### config.mk
export PLATFORM = sky130hd
export DESIGN_NAME = mulr2_recon_flat
export DESIGN_NICKNAME = d
export VERILOG_FILES = /design/src/rtl/mulr2_pkg.sv /design/src/rtl/mulr2_if.sv /design/src/rtl/mulr2_addsh.sv /design/src/rtl/mulr2_recon.sv /design/src/flat_wrapper.sv
export SDC_FILE = /design/constraint.sdc
export NUM_CORES = 1
export LEC_CHECK = 0
export ABC_AREA = 1
export ABC_CLOCK_PERIOD_IN_PS = 11160
export BUFFER_PORTS_ARGS = -buffer_cell sky130_fd_sc_hd__buf_2
export CAP_MARGIN = 20
export CELL_PAD_IN_SITES_DETAIL_PLACEMENT = 1
export CELL_PAD_IN_SITES_GLOBAL_PLACEMENT = 1
export CORE_MARGIN = 2
export CORE_UTILIZATION = 39
export CTS_CLUSTER_DIAMETER = 120
export DETAILED_ROUTE_END_ITERATION = 10
export GPL_ROUTABILITY_DRIVEN = 0
export GPL_TIMING_DRIVEN = 1
export PLACE_DENSITY_LB_ADDON = 0.1
export SLEW_MARGIN = 5
export SYNTH_ARGS = -nofsm -noshare
export SYNTH_HDL_FRONTEND = slang
export SYNTH_SLANG_ARGS = --single-unit
### constraint.sdc
create_clock -name clk -period 11.16 [get_ports clk]
set_input_delay 0.558 -clock clk [delete_from_list [all_inputs] [get_ports clk]]
set_output_delay 0.558 -clock clk [all_outputs]
set_load 0.1 [all_outputs]
### src/rtl/mulr2_pkg.sv
// Shared types and helpers for the radix-2 multiply-accumulate reconstructor.
package mulr2_pkg;

  localparam int unsigned MAG_W = 64;

  typedef enum logic [1:0] {IDLE, CALC, FIX, DONE} mulr2_state_t;

  // Magnitude of a zero-extended operand; neg selects two's-complement negation.
  function automatic logic [MAG_W-1:0] mag_of(input logic [MAG_W-1:0] val,
                                               input logic neg);
    return neg ? (~val + MAG_W'(1)) : val;
  endfunction

endpackage

### src/rtl/mulr2_if.sv
// Request/result bundle between a requester and mulr2_recon.
interface mulr2_if #(
  parameter int unsigned WIDTH = 32
) ();

  logic [WIDTH-1:0] zq;
  logic [WIDTH-1:0] zdivisor;
  logic [WIDTH-1:0] zr;
  logic             sign;
  logic             valid_in;
  logic [WIDTH-1:0] dividend;
  logic             ovf;
  logic             sign_o;
  logic             done;
  logic             free;

  modport master (
    output zq, zdivisor, zr, sign, valid_in,
    input  dividend, ovf, sign_o, done, free
  );

  modport slave (
    input  zq, zdivisor, zr, sign, valid_in,
    output dividend, ovf, sign_o, done, free
  );

endinterface

### src/rtl/mulr2_addsh.sv
// One radix-2 shift-add step: add the multiplicand when the multiplier bit is set.
module mulr2_addsh #(
  parameter int unsigned AW = 64
) (
  input  logic [AW-1:0] acc,
  input  logic [AW-1:0] mcand,
  input  logic          bit_in,
  output logic [AW-1:0] sum_c
);

  // Conditional accumulate
  always_comb begin
    sum_c = acc;
    if (bit_in) sum_c = acc + mcand;
  end

endmodule

### src/rtl/mulr2_recon.sv
// Sequential radix-2 reconstruction: dividend = zq*zdivisor + zr.
// Optional build macro MULR2_EARLY_EXIT_EN ends CALC once the remaining
// multiplier magnitude is zero; results are identical either way.
module mulr2_recon
  import mulr2_pkg::*;
#(
  parameter int unsigned WIDTH    = 32,
  parameter int unsigned EXPWIDTH = 5
) (
  input  logic     clk,
  input  logic     rst,
  mulr2_if.slave   bus
);

  localparam int unsigned AW = 2 * WIDTH;
  localparam int unsigned RW = 2 * WIDTH + 1;

`ifdef MULR2_EARLY_EXIT_EN
  localparam bit EARLY_EXIT = 1'b1;
`else
  localparam bit EARLY_EXIT = 1'b0;
`endif

  mulr2_state_t        state_q, state_d;
  logic [EXPWIDTH-1:0] cnt_q;
  logic [AW-1:0]       mcand_q;
  logic [WIDTH-1:0]    mplier_q;
  logic [AW-1:0]       acc_q;
  logic                prod_neg_q;
  logic                sign_q;
  logic [WIDTH-1:0]    zr_q;
  logic [WIDTH-1:0]    dividend_q;
  logic                ovf_q;
  logic                sign_o_q;
  logic                done_q;
  logic                free_q;

  logic                accept_c;
  logic                calc_last_c;
  logic [WIDTH-1:0]    mag_zq_c;
  logic [WIDTH-1:0]    mag_zd_c;
  logic [AW-1:0]       acc_step_c;
  logic [RW-1:0]       prod_ext_c;
  logic [RW-1:0]       prod_s_c;
  logic [RW-1:0]       zr_ext_c;
  logic [RW-1:0]       exact_c;
  logic                ovf_c;

  assign bus.dividend = dividend_q;
  assign bus.ovf      = ovf_q;
  assign bus.sign_o   = sign_o_q;
  assign bus.done     = done_q;
  assign bus.free     = free_q;

  assign accept_c = (state_q == IDLE) && bus.valid_in;
  assign mag_zq_c = WIDTH'(mag_of(MAG_W'(bus.zq), bus.sign & bus.zq[WIDTH-1]));
  assign mag_zd_c = WIDTH'(mag_of(MAG_W'(bus.zdivisor), bus.sign & bus.zdivisor[WIDTH-1]));

  // Last CALC step: counter exhausted, or (early-exit build) nothing left to add
  assign calc_last_c = (cnt_q == EXPWIDTH'(WIDTH - 1)) ||
                       (EARLY_EXIT && (mplier_q[WIDTH-1:1] == '0));

  mulr2_addsh #(.AW(AW)) u_addsh (
    .acc    (acc_q),
    .mcand  (mcand_q),
    .bit_in (mplier_q[0]),
    .sum_c  (acc_step_c)
  );

  // Fix-up: signed product plus extended addend, then range check
  always_comb begin
    prod_ext_c = {1'b0, acc_q};
    prod_s_c   = prod_neg_q ? (~prod_ext_c + RW'(1)) : prod_ext_c;
    zr_ext_c   = sign_q ? {{(RW - WIDTH){zr_q[WIDTH-1]}}, zr_q}
                        : {{(RW - WIDTH){1'b0}}, zr_q};
    exact_c    = prod_s_c + zr_ext_c;
    if (sign_q) ovf_c = !((&exact_c[RW-1:WIDTH-1]) || !(|exact_c[RW-1:WIDTH-1]));
    else        ovf_c = |exact_c[RW-1:WIDTH];
  end

  // Next-state logic
  always_comb begin
    state_d = state_q;
    unique case (state_q)
      IDLE:    if (bus.valid_in) state_d = CALC;
      CALC:    if (calc_last_c)  state_d = FIX;
      FIX:     state_d = DONE;
      DONE:    state_d = IDLE;
      default: state_d = IDLE;
    endcase
  end

  // State register and handshake outputs
  always_ff @(posedge clk or posedge rst) begin
    if (rst) begin
      state_q <= IDLE;
      free_q  <= 1'b1;
      done_q  <= 1'b0;
    end else begin
      state_q <= state_d;
      free_q  <= (state_d == IDLE);
      done_q  <= (state_d == DONE);
    end
  end

  // Operand capture, iteration datapath and result registers
  always_ff @(posedge clk or posedge rst) begin
    if (rst) begin
      cnt_q      <= '0;
      mcand_q    <= '0;
      mplier_q   <= '0;
      acc_q      <= '0;
      prod_neg_q <= 1'b0;
      sign_q     <= 1'b0;
      zr_q       <= '0;
      dividend_q <= '0;
      ovf_q      <= 1'b0;
      sign_o_q   <= 1'b0;
    end else begin
      unique case (state_q)
        IDLE: begin
          if (accept_c) begin
            cnt_q      <= '0;
            mcand_q    <= AW'(mag_zq_c);
            mplier_q   <= mag_zd_c;
            acc_q      <= '0;
            prod_neg_q <= bus.sign & (bus.zq[WIDTH-1] ^ bus.zdivisor[WIDTH-1]);
            sign_q     <= bus.sign;
            zr_q       <= bus.zr;
          end
        end
        CALC: begin
          acc_q    <= acc_step_c;
          mcand_q  <= mcand_q << 1;
          mplier_q <= mplier_q >> 1;
          cnt_q    <= cnt_q + EXPWIDTH'(1);
        end
        FIX: begin
          dividend_q <= exact_c[WIDTH-1:0];
          ovf_q      <= ovf_c;
          sign_o_q   <= sign_q & exact_c[RW-1];
        end
        default: ;
      endcase
    end
  end

endmodule

### src/flat_wrapper.sv
// flat-port wrapper written by rule: the top's interface ports become plain ports
module mulr2_recon_flat import mulr2_pkg::*;
#(
  parameter int unsigned WIDTH    = 32,
  parameter int unsigned EXPWIDTH = 5
)
  (clk, rst, bus_zq, bus_zdivisor, bus_zr, bus_sign, bus_valid_in, bus_dividend, bus_ovf, bus_sign_o, bus_done, bus_free);
  mulr2_if #(.WIDTH(WIDTH)) bus_i ();
  input  logic clk;
  input  logic rst;
  input wire logic [$bits(bus_i.zq)-1:0] bus_zq;
  input wire logic [$bits(bus_i.zdivisor)-1:0] bus_zdivisor;
  input wire logic [$bits(bus_i.zr)-1:0] bus_zr;
  input wire logic [$bits(bus_i.sign)-1:0] bus_sign;
  input wire logic [$bits(bus_i.valid_in)-1:0] bus_valid_in;
  output wire logic [$bits(bus_i.dividend)-1:0] bus_dividend;
  output wire logic [$bits(bus_i.ovf)-1:0] bus_ovf;
  output wire logic [$bits(bus_i.sign_o)-1:0] bus_sign_o;
  output wire logic [$bits(bus_i.done)-1:0] bus_done;
  output wire logic [$bits(bus_i.free)-1:0] bus_free;
  assign bus_i.zq = bus_zq;
  assign bus_i.zdivisor = bus_zdivisor;
  assign bus_i.zr = bus_zr;
  assign bus_i.sign = bus_sign;
  assign bus_i.valid_in = bus_valid_in;
  assign bus_dividend = bus_i.dividend;
  assign bus_ovf = bus_i.ovf;
  assign bus_sign_o = bus_i.sign_o;
  assign bus_done = bus_i.done;
  assign bus_free = bus_i.free;
  mulr2_recon #(.WIDTH(WIDTH), .EXPWIDTH(EXPWIDTH)) u_core (.clk(clk), .rst(rst), .bus(bus_i));
endmodule
==> impl_summary.txt <==
----------------------------------------------------
[Drt]
  Total via count in the routed design ... roughly 24,000
  Drt first-iter violations ... 1,179
  Final antenna-violating net count ... 0
  DRC Markers ... 0
  Average via count per standard cell ... 5.301
  Detailed-route wire length per cell ... 18.72 um
  Router iterations before antenna repair ... 5
  Post-Route WL ... between 80,000 and 90,000 um

[Placement]
  Number of I/O port buffers ... ~140
  Detailed placer's ending HPWL ... 71,270 um
  Cell Area, Placed ... around 0.024 sq mm

[Global route]
  GRT Overall Usage ... 28.44%
  Maximum number of pins on one net before global-route repair ... ~110
  Wire length of the first global-routing pass ... 136,300 um
  Initial antenna violation count ... 1
  Sum of overflow across all layers after global routing ... 0
  Vias in the first global route ... 25,360

[STA]
  Unrepaired setup endpoints after global routing ... no
  Max-slew violation count ... 0
  Max Clock Freq ... 0.1937 GHz
  Post-layout min period ... 5163 ps
  Aggregate negative setup slack ... 0 ps
  Final worst clock skew ... 72.60 ps
  Period Utilization, post-route ... 46.26%
  Tightest Pin Transition ... around 1000 ps
  Relative slew slack ... 31.89%
  Final setup fails ... 0
  Final hold vios ... 0

[Floorplanning]
  Top Ports ... 136
  Std-Cell Rows ... slightly below 90
  Height of the die ... 245.1 um
  Std-Cell Core Area ... 0.05759 sq mm
  Horizontal die dimension ... 245.1 um
  Starting Density ... about two fifths
  Area of the die ... 0.06008 sq mm

[Yosys]
  Post-synthesis instance area ... roughly 0.023 sq mm
  Avg Synthesized Cell Area ... ~6.2 sq um
  Top FF cell, synth ... sky130_fd_sc_hd__dfrtp_1
  Number of distinct library cells after synthesis ... 53
  Flip-flop and latch count after synthesis ... 237
  Synth warnings ... 0
  Gate Count Post-Synth ... 3,666
  Share of flip-flops with an asynchronous set or reset ... 100.0%
  Number of flops mapped to enable cells by yosys ... 0
  Sequential element share of the synthesized area ... 26.16%
  Synthesized Nets ... a little under 4,000

[CTS]
  Clock-pin slew on the worst setup and hold paths ... roughly 60 ps
  Root cell of the clock tree ... sky130_fd_sc_hd__clkbuf_16
  Clock tree from TritonCTS ... done
  CTS hold repair buffers ... 0
  Clk sink count ... 237
  Skew-Pair Late Insertion Delay ... 630 ps
  Buffer depth of the longest clock path ... 3
  Post-CTS setup buffer count ... 0
  Maximum level of the CTS H-tree ... 1
  CTS Buf Count ... 30
  # resized after CTS ... 0

[Final layout]
  Non-Filler Cell Area, Final ... ~0.025 sq mm
  Count of antenna diodes in the layout ... 0
  Final net count ... 4,019
  Fillcell total ... a little under 8,000
  Area Overhead vs Synth ... 10.97%
  Fraction of layout instances using a drive strength above 1 ... under 10%

[Setup path]
  Critical Path Source ... u_core.acc_q[1]$_DFFE_PP0P_
  CP max-delay cell ... sky130_fd_sc_hd__dfrtp_1
  R2R depth ... 27
  CP Max Fanout ... 4
  Critical Path End Type ... flip-flop
  Path type of the worst setup path ... flip-flop to flip-flop
  Origin of the critical flop-to-flop path ... u_core.acc_q[1]$_DFFE_PP0P_
  Startpoint kind of the worst setup timing path ... flip-flop
  Slowest cell delay on critical path ... 450 ps
  CP dominant cell by count ... sky130_fd_sc_hd__nand2_1
  Data required, critical path ... 11,600 ps
  Arrival time reported for the critical path endpoint ... ~5600 ps

[Power]
  Worst voltage drop across the vdd grid ... 0.0001382 V
  Leakage power summed over all cells ... 13.44 nW
  Areal power density over the cells ... 346.0 mW/mm^2

[Run]
  Max_cap viols ... 0

[Status]
  Status ... finished, final reports clean

[Hold path]
  Worst min-delay path category ... primary input to async pin

----------------------------------------------------
==> where the power goes <==
| part | switching [W] | internal (W) |
|---|---|---|
| clock | 0.000409 | 0.000534 |
| combinational | 0.00431 | 0.00189 |
| sequential | 0.000359 | 0.00120 |
| total | 0.00508 | 0.00362 |
==> final timing paths <==
check                                                          end  slack [ps]
worst max-delay path                    u_core.bus.ovf$_DFFE_PP0P_        6000
worst min-delay path               u_core.mplier_q[19]$_DFFE_PP0P_          40
worst max register to register          u_core.bus.ovf$_DFFE_PP0P_        6000
worst min register to register  u_core.bus.dividend[1]$_DFFE_PP0P_         470
max in group asynchronous              u_core.zr_q[31]$_DFFE_PP0P_        9560
min in group clk                        u_core.zr_q[1]$_DFFE_PP0P_         180
==> sequential cells by signal (all words and copies together), names as in the netlist <==
name,count
u_core.mcand_q,64
u_core.bus.ovf,1
u_core.bus.free,1
u_core.bus.sign_o,1
u_core.cnt_q,5
u_core.mplier_q,32
u_core.bus.dividend,32
u_core.acc_q,64
u_core.sign_q,1
u_core.prod_neg_q,1
u_core.bus.done,1
u_core.state_q,2
u_core.zr_q,32
==> per-stage QoR <==
step	setup WS, ps	hold WS [ps]	power [W]	utilization [%]	cells
after floorplan	4101	450.3	0.005717	-	3666
after global placement	6277	450.0	0.007489	42.01	4514
after detailed placement	6111	462.2	0.007692	42.01	4514
after CTS	6013	77.56	0.008687	43.66	4570
after global routing	5440	113.1	0.009530	43.69	4571
final	5997	35.83	0.008705	43.69	4571
==> cells in the mapped netlist (all sizes together) (4+ instances only) <==
| cell | instances | area share, % |
|---|---|---|
| a21o | 10 | 0.33 |
| nor4 | 21 | 0.58 |
| xnor2 | 41 | 1.6 |
| or2 | 10 | 0.28 |
| o21ai | 239 | 5.3 |
| nand3b | 11 | 0.36 |
| nor3 | 42 | 1.2 |
| nand4 | 42 | 1.3 |
| clkbuf | 50 | 0.83 |
| nor2 | 375 | 6.5 |
| a21oi | 190 | 4.2 |
| xor2 | 105 | 4.1 |
| o211ai | 6 | 0.20 |
| a31oi | 40 | 1.1 |
| ha | 135 | 7.4 |
| o22ai | 59 | 1.6 |
| and2 | 10 | 0.28 |
| o31ai | 10 | 0.33 |
| dfrtp | 236 | 26 |
| nand3 | 147 | 3.3 |
| nand2 | 1130 | 19 |
| o311ai | 4 | 0.15 |
| a22oi | 60 | 2.0 |
| inv | 645 | 11 |
| o21bai | 9 | 0.30 |
| buf | 15 | 0.26 |
==> cell families after synthesis <==
kind of cell / after synthesis / share of synthesized area (%)
and+or+nand+nor: 1790 / 32.53
buffers and inverters: 711 / 11.79
AOI/OAI and AO/OA: 645 / 16.26
DFF: 237 / 26.16
xor gates and xnor gates: 146 / 5.640
adders and majority gates: 137 / 7.627
==> cell usage in the layout (no fill, tap or decap), types with 11 or more instances in the layout <==
cell type                   netlist  routed
sky130_fd_sc_hd__a21oi_1        189     189
sky130_fd_sc_hd__a22oi_1         60      60
sky130_fd_sc_hd__a31oi_1         40      40
sky130_fd_sc_hd__buf_2            3     135
sky130_fd_sc_hd__buf_4            0      13
sky130_fd_sc_hd__clkbuf_1        50      12
sky130_fd_sc_hd__clkbuf_16        0      30
sky130_fd_sc_hd__dfrtp_1        236     236
sky130_fd_sc_hd__ha_1           135     135
sky130_fd_sc_hd__inv_1          640     639
sky130_fd_sc_hd__nand2_1       1128    1128
sky130_fd_sc_hd__nand3_1        146     145
sky130_fd_sc_hd__nand3b_1        11      11
sky130_fd_sc_hd__nand4_1         38      38
sky130_fd_sc_hd__nor2_1         363     360
sky130_fd_sc_hd__nor3_1          32      32
sky130_fd_sc_hd__nor4_1          21      21
sky130_fd_sc_hd__o21ai_0        226     226
sky130_fd_sc_hd__o22ai_1         59      59
sky130_fd_sc_hd__xnor2_1         41      41
sky130_fd_sc_hd__xor2_1         105     105
==> per-layer routing <==
layer,wire (um),global-route usage [%],vias up
met4,3755,11.33,2
met3,2923,2.482,164
met1,39090,36.83,11630
met5,13,0,-
li1,-,-,11980
met2,39800,48.76,459
==> worst max-delay path: cells and delay by family, from the launching register on <==
kind            cells  cell delay (ps)
simple gates       19             3120
fa+ha+maj           2              620
flops               1              450
compound gates      3              450
buf+inv             2              230
xor+xnor            1              110
==> layout make-up <==
| class | count | area [sq um] | share of cell area [%] |
|---|---|---|---|
| clock inverters | 9 | 81.33 | 0.3233 |
| inverters | 646 | 2432 | 9.668 |
| flip-flops and latches | 237 | 5932 | 23.58 |
| repair buffers | 149 | 793.3 | 3.153 |
| clock buffers | 47 | 864.6 | 3.436 |
| multi-input cells | 2718 | 14100 | 56.04 |
| well taps | 765 | 957.2 | 3.804 |
(Power assumes the default switching activity.)
